`src/rtl/bcd_updown_counter.sv`:
```
// BCD up/down counter with bounds, load clamping and cascade terminal count.
// Define BCD_CNT_SAT_EN to saturate at the bounds instead of wrapping.
module bcd_updown_counter #(
  parameter int                  DIGITS  = 2,
  parameter logic [4*DIGITS-1:0] RST_VAL = '0
) (
  input  logic                  clk,
  input  logic                  rst,
  input  logic                  en,
  input  logic                  dir,
  input  logic                  load,
  input  logic [4*DIGITS-1:0]   load_val,
  input  logic [4*DIGITS-1:0]   max_val,
  input  logic [4*DIGITS-1:0]   min_val,
  output logic [4*DIGITS-1:0]   cnt,
  output logic                  cout,
  output logic                  bout,
  output logic                  tc,
  output logic                  load_err
);

  localparam int W = 4 * DIGITS;

  logic [W-1:0] cnt_nxt;
  logic         cout_nxt;
  logic         bout_nxt;
  logic         err_nxt;
  logic [W-1:0] load_fix;
  logic         load_bad;

  function automatic logic [W-1:0] bcd_inc(input logic [W-1:0] v);
    logic [W-1:0] r;
    logic         c;
    logic [3:0]   d;
    r = v;
    c = 1'b1;
    for (int k = 0; k < DIGITS; k++) begin
      d = v[4*k +: 4];
      if (c) begin
        if (d == 4'd9) begin
          d = 4'd0;
        end else begin
          d = d + 4'd1;
          c = 1'b0;
        end
      end
      r[4*k +: 4] = d;
    end
    return r;
  endfunction

  function automatic logic [W-1:0] bcd_dec(input logic [W-1:0] v);
    logic [W-1:0] r;
    logic         b;
    logic [3:0]   d;
    r = v;
    b = 1'b1;
    for (int k = 0; k < DIGITS; k++) begin
      d = v[4*k +: 4];
      if (b) begin
        if (d == 4'd0) begin
          d = 4'd9;
        end else begin
          d = d - 4'd1;
          b = 1'b0;
        end
      end
      r[4*k +: 4] = d;
    end
    return r;
  endfunction

  // Clamp each load digit to 9 and flag any that needed it
  always_comb begin
    load_fix = load_val;
    load_bad = 1'b0;
    for (int k = 0; k < DIGITS; k++) begin
      if (load_val[4*k +: 4] > 4'd9) begin
        load_fix[4*k +: 4] = 4'd9;
        load_bad           = 1'b1;
      end
    end
  end

  // Next count and flag pulses: load beats enable beats hold
  always_comb begin
    cnt_nxt  = cnt;
    cout_nxt = 1'b0;
    bout_nxt = 1'b0;
    err_nxt  = 1'b0;
    if (load) begin
      cnt_nxt = load_fix;
      err_nxt = load_bad;
    end else if (en) begin
      if (dir) begin
        if (cnt < max_val) begin
          cnt_nxt = bcd_inc(cnt);
        end else begin
          cout_nxt = 1'b1;
`ifdef BCD_CNT_SAT_EN
          cnt_nxt  = max_val;
`else
          cnt_nxt  = min_val;
`endif
        end
      end else begin
        if (cnt > min_val) begin
          cnt_nxt = bcd_dec(cnt);
        end else begin
          bout_nxt = 1'b1;
`ifdef BCD_CNT_SAT_EN
          cnt_nxt  = min_val;
`else
          cnt_nxt  = max_val;
`endif
        end
      end
    end
  end

  // Count and pulse registers
  always_ff @(posedge clk or negedge rst) begin
    if (!rst) begin
      cnt      <= RST_VAL;
      cout     <= 1'b0;
      bout     <= 1'b0;
      load_err <= 1'b0;
    end else begin
      cnt      <= cnt_nxt;
      cout     <= cout_nxt;
      bout     <= bout_nxt;
      load_err <= err_nxt;
    end
  end

  // Terminal count for cascading, zero latency
  always_comb begin
    tc = (dir & (cnt == max_val)) | (~dir & (cnt == min_val));
  end

endmodule

```
`config.mk`:
```
export PLATFORM = sky130hd
export DESIGN_NAME = bcd_updown_counter
export DESIGN_NICKNAME = d
export VERILOG_FILES = /design/src/rtl/bcd_updown_counter.sv
export SDC_FILE = /design/constraint.sdc
export NUM_CORES = 1
export LEC_CHECK = 0
export ABC_AREA = 1
export BUFFER_PORTS_ARGS = -buffer_cell sky130_fd_sc_hd__buf_4
export CORE_MARGIN = 4
export CORE_UTILIZATION = 37
export DETAILED_ROUTE_END_ITERATION = 7
export SLEW_MARGIN = 0
export SYNTH_ARGS = -nofsm -noshare
export SYNTH_HDL_FRONTEND = slang
export SYNTH_SLANG_ARGS = --single-unit
```
`constraint.sdc`:
```
create_clock -name clk -period 2.19 [get_ports clk]
set_input_delay 0.3285 -clock clk [delete_from_list [all_inputs] [get_ports clk]]
set_output_delay 0.3285 -clock clk [all_outputs]
set_load 0.01 [all_outputs]
```
### Word level (Yosys, flattened, before mapping)

Cells that the tools add are included.

* bits in registers: 11
* bits in latches: 0
* RAM bits: 0
* memory bits (read-only): 0
* memories: 0

* add/sub/neg operators: 4
* $mul: 0
* divide/modulo/power cells: 0
* $lt $le $gt $ge: 4
* eq/ne operators: 6
* shifts and indexed selects: 0
* mux-type cells: 34
* bitwise gates (word level): 4
* reductions and logical operators: 4

Operators with widths (number)
* $mux 8: 5
* $mux 4: 8
* $mux 1: 21
* $eq 8x8->1: 2
* $add 4x1->4 const B: 2
* $eq 4x4->1 const B: 2
* $gt 4x4->1 const B: 2
* $gt 8x8->1: 1
* $logic_not 4->1: 2
* $lt 8x8->1: 1
* $ne 4x3->1 const B: 2
* $sub 4x1->4 const B: 2
* $reduce_and 3->1: 1
* $and 1x1->1: 2
* $reduce_bool 2->1: 1
* $not 1->1: 1
* $or 1x1->1: 1

### Depth between registers and ports, before layout

* depth after elaboration: 11
* gate-level depth with buffers: 16

### Least setup slack after synthesis

Ideal clock, no wire load.

* path type: register to register
* start point: register cnt[3]
* end point: register cnt[6]
* data arrival time: 1.610 ns
* required time: 2.073 ns
* path slack: 0.463 ns
* stages on the path, launching flop included: 15
* buffers on the path: 0
* period minus slack after synthesis: 1.727 ns
* path through: dfrtp_1 ha_1 nand2_1 inv_1 nand2_1 nand2_1 nand2_1 nand2_4 nand2_4 inv_4 nand2_4 nand3_4 inv_2 nand2_1 nand2_1

* cells in the longest elaborated chain, start to end: 8
* elaborated cells on any way between the ends: 22

Ends and longest elaborated chain
* start, declared: line 15 `output logic [4*DIGITS-1:0] cnt,`
* start signal, assigned: line 129 `cnt <= cnt_nxt;`
* $eq 4x4->1 / $logic_not 4->1 (equally long branches): line 40, 61
* $mux 1 (on tied branches): line 40, 61
* $mux 1 (on tied branches): line 96, 107
* $mux 1: line 95 `if (dir) begin`
* $mux 1: line 94 `end else if (en) begin`
* $mux 1: line 91 `if (load) begin`
* $ne 4x3->1 (no source line)
* $reduce_and 3->1 (no source line)

Parallel ways exist; a longest one is shown, timed or not. The select of a mux whose other input is x is not followed.
A chain may end at the register's enable or synchronous reset.

### Final worst setup path

* start point: register cnt[6]
* end point: output port tc

* cells in the longest elaborated chain, start to end: 3
* elaborated cells on any way between the ends: 5

Ends and longest elaborated chain
* $eq 8x8->1: line 138 `tc = (dir & (cnt == max_val)) | (~dir & (cnt == min_val));`
* $and 1x1->1: line 138
* $or 1x1->1 *: line 138
* end, declared: line 18 `output logic tc,`

Every way passes the cells marked *; elsewhere a longest branch is shown, timed or not.

==> flow_summary.yaml <==
routing:
  dr_wl_met3_um: 222
  post_drt_wl_per_cell_um: 12.84
  vias_per_cell: 4.861
  ant_nets: 0
  wl_met2_mm: 1.921
  vias: 1609
  met1_length_mm: 2.071
  drc_errors: 0
  top_layer_used: "met4"
  drt_iter0_drc: 93
  wl_mm: 4.251
  dr.pass1.iters: 4
clock_network:
  htreeDepth: 1
  cts_max_path_buffers: 2
  clkTransAtPathRegs_ns: 0.05
  postCtsSetupBuffers: 0
  clock_latency_ns: 0.24
  cts_made_buffers: 3
  cts.sinks: 11
  cts_tree: "done"
  cts-root-buf: "clkbuf_8"
floorplanning:
  die_x_um: 70.85
  rows: 22
  die-area_sq_mm: 0.005019
  die_h_um: 70.85
  initial_core_util_pct: 39.04
  core_area_sq_mm: 0.003744
  ios: 41
cells_and_area:
  n_antenna_cell: 0
  nets: 329
  synthToLayoutAreaGrowth_pct: 30.31
  seqCellArea_sq_um: 276.5
  postLayoutCoreUtil_pct: 50.87
  stdcell_count: 331
  drive_gt1_share_pct: 22.61
  fillers: 412
  multi_input_area_sq_mm: 0.001040
setup_path:
  critical_path_cell_count: 6
  cp-end-kind: "primary output"
  critPathMaxStageDelay_ns: 0.46
  cp_slowest_cell: "dfrtp_2"
  start_kind: "flop"
  crit_chain: "ha_1 > nand2_2 > nor2_4 > nand4_4 > o22ai_1 > buf_4"
  critical_path.max_fanout: 9
  cp.buffers_inverters: 1
  required_ns: 1.86
  worstPathArrival_ns: 1.72
  worstSetupPathType: "flop to primary output"
  cpLargestDelayFamily: "flip-flops"
  ff2ff_path_depth: 8
synthesis:
  ys_top_cells_by_area: "dfrtp_1 (19%), nand2_1 (15%), ha_1 (14%), nand3_1 (11%), nor2_1 (8.5%)"
  synth.most_common_cell: "nand2_1"
  synthFlopType: "dfrtp_1"
  synth_seq_area_share_pct: 18.84
  yosys_warnings: 0
  ys_ff_latch: 11
  yosysUniqueCellTypes: 29
  syn_inst: 235
  synth_top_area_cell: "dfrtp_1"
  synthArstFlopShare_pct: 100.0
  netlist_area_sq_mm: 0.001461
  avgSynthCellArea_sq_um: 6.219
  netlist.area_leader.share_pct: 18.84
  ys_top_cells_by_count: "nand2_1 (60), nand3_1 (33), nor2_1 (33), inv_1 (32), ha_1 (16)"
  synth-edff-count: 0
  syn-num-nets: 280
job:
  drv_cap: 0
timing:
  rsz0062_at_grt: "false"
  max-slew-margin-rel_pct: 60.13
  fin_crit_sh_pct: 93.57
  finalHoldViolCount: 0
  setup_viol: 0
  fmax_mhz: 488.0
  period_needed_ns: 2.049
  fin_skew_ns: 0.002396
  worst_slew_pin_slew_ns: 0.5958
  setup_tns_ns: 0
  setup_ws_ns: 0.1407
  slew_violations: 0
  holdWs_ns: 0.3611
power_and_ir_drop:
  pwr-share-comb_pct: 69.6
  swShare_pct: 50.98
  p_clk_share_pct: 11.1
  p_leak_nw: 1.085
  seqPwrFrac_pct: 19.3
  vdd_drop_max_mv: 0.5089
  p_int_mw: 0.9090
  power_switching_mw: 0.9454
  power_density_mw_per_mm2: 973.7
global_route:
  antenna_found_initial: 0
  grt_pass1_wl_mm: 7.307
  grt_remaining_overflow: 0
  grt_use_total_pct: 17.84
  grt_max_degree: 12
  grt_pass1_vias: 1564
placement:
  port_buffers: 40
  placed_cells: 326
  place.gp.congestion: 0.8768
  post-place-ws_ns: 0.2539
  dp_hpwl_mm: 3.622
hold_path:
  min_path_type: "input pin to flop"
  hold_depth: 3
status:
  status: "finished clean"
registers in the layout (all words and copies together) (netlist names):
name and count:
load_err 1, cnt 8, bout 1, cout 1
power by group through the flow:
stage                     clock network, mW  logic, mW  registers (mW)
final                                 0.206       1.29           0.359
after global routing                  0.219       1.47           0.368
after CTS                             0.210       1.29           0.355
after detailed placement                  0       1.29           0.356
after global placement                    0       1.29           0.360
after floorplan                           0      0.856           0.383
layout make-up:
| type | instances | area share [%] |
|---|---|---|
| multi-input combinational | 187 | 54.60 |
| timing repair buffer | 46 | 18.27 |
| sequential | 11 | 14.52 |
| inverter | 35 | 7.030 |
| tap | 48 | 3.154 |
| clock buffer | 3 | 2.168 |
| clock inverter | 1 | 0.2628 |
per-layer routing:
metal | track usage (%) | up-vias
li1 | - | 860
met1 | 26.10 | 706
met2 | 27.39 | 41
met3 | 2.131 | 2
met4 | 5.219 | 0
met5 | 0 | -
worst reg2reg max path, delay by kind of cell, from the launching register on:
kind            cells  cell delay [ns]
compound gates      2             0.58
simple gates        4             0.46
fa+ha+maj           1             0.31
buf+inv             1             0.06
flops               1             0.43
through the flow:
stage	power (mW)	area [sq um]
after floorplan	1.240	1461
after global placement	1.651	1847
after detailed placement	1.644	1847
after CTS	1.858	1903
after global routing	2.061	1904
final	1.854	1904
cell usage in the layout, fill, tap and decap left out, drive strengths merged:
cell and instances:
o21bai 1, dfrtp 11, a21oi 10, nand3 35, nor2 35, inv 35
clkbuf 3, nand2 66, nor3 1, o21ai 9, o211ai 1, nand3b 2
xor2 2, o31ai 1, nand4 1, a21o 1, dlygate4sd3 1, ha 16
buf 45, a31oi 3, o21a 1, o22ai 2, clkinv 1
kinds of logic (layout without fill, tap and decap cells):
kind of cell / Yosys count / count (layout) / synth area share (%)
AND/OR/NAND/NOR: 140 / 140 / 45.03
AO/OA/AOI/OAI: 29 / 29 / 11.22
adder cells (fa/ha/maj): 16 / 16 / 13.70
XOR/XNOR: 2 / 2 / 1.199
buffers and inverters: 37 / 85 / 10.02
flip-flops: 11 / 11 / 18.84
path summary, 6_finish.rpt:
kind	startpoint	endpoint	slack, ns
worst max-delay path	cnt[6]	tc	0.14
worst min-delay path	en	cout	0.36
worst max register to register	cnt[7]	cnt[5]	0.24
worst min register to register	cnt[6]	cnt[6]	0.60
max in group asynchronous	rst	cnt[6]	1.55
min in group asynchronous	rst	load_err	0.47
timing repair:
action | CTS | global route
resized for setup | 0 | 1
setup endpoints to repair | 0 | 1
hold buffers | 1 | 0
endpoints found under the hold margin | 11 | 0
Note: power is estimated with default switching activity, not from simulation.
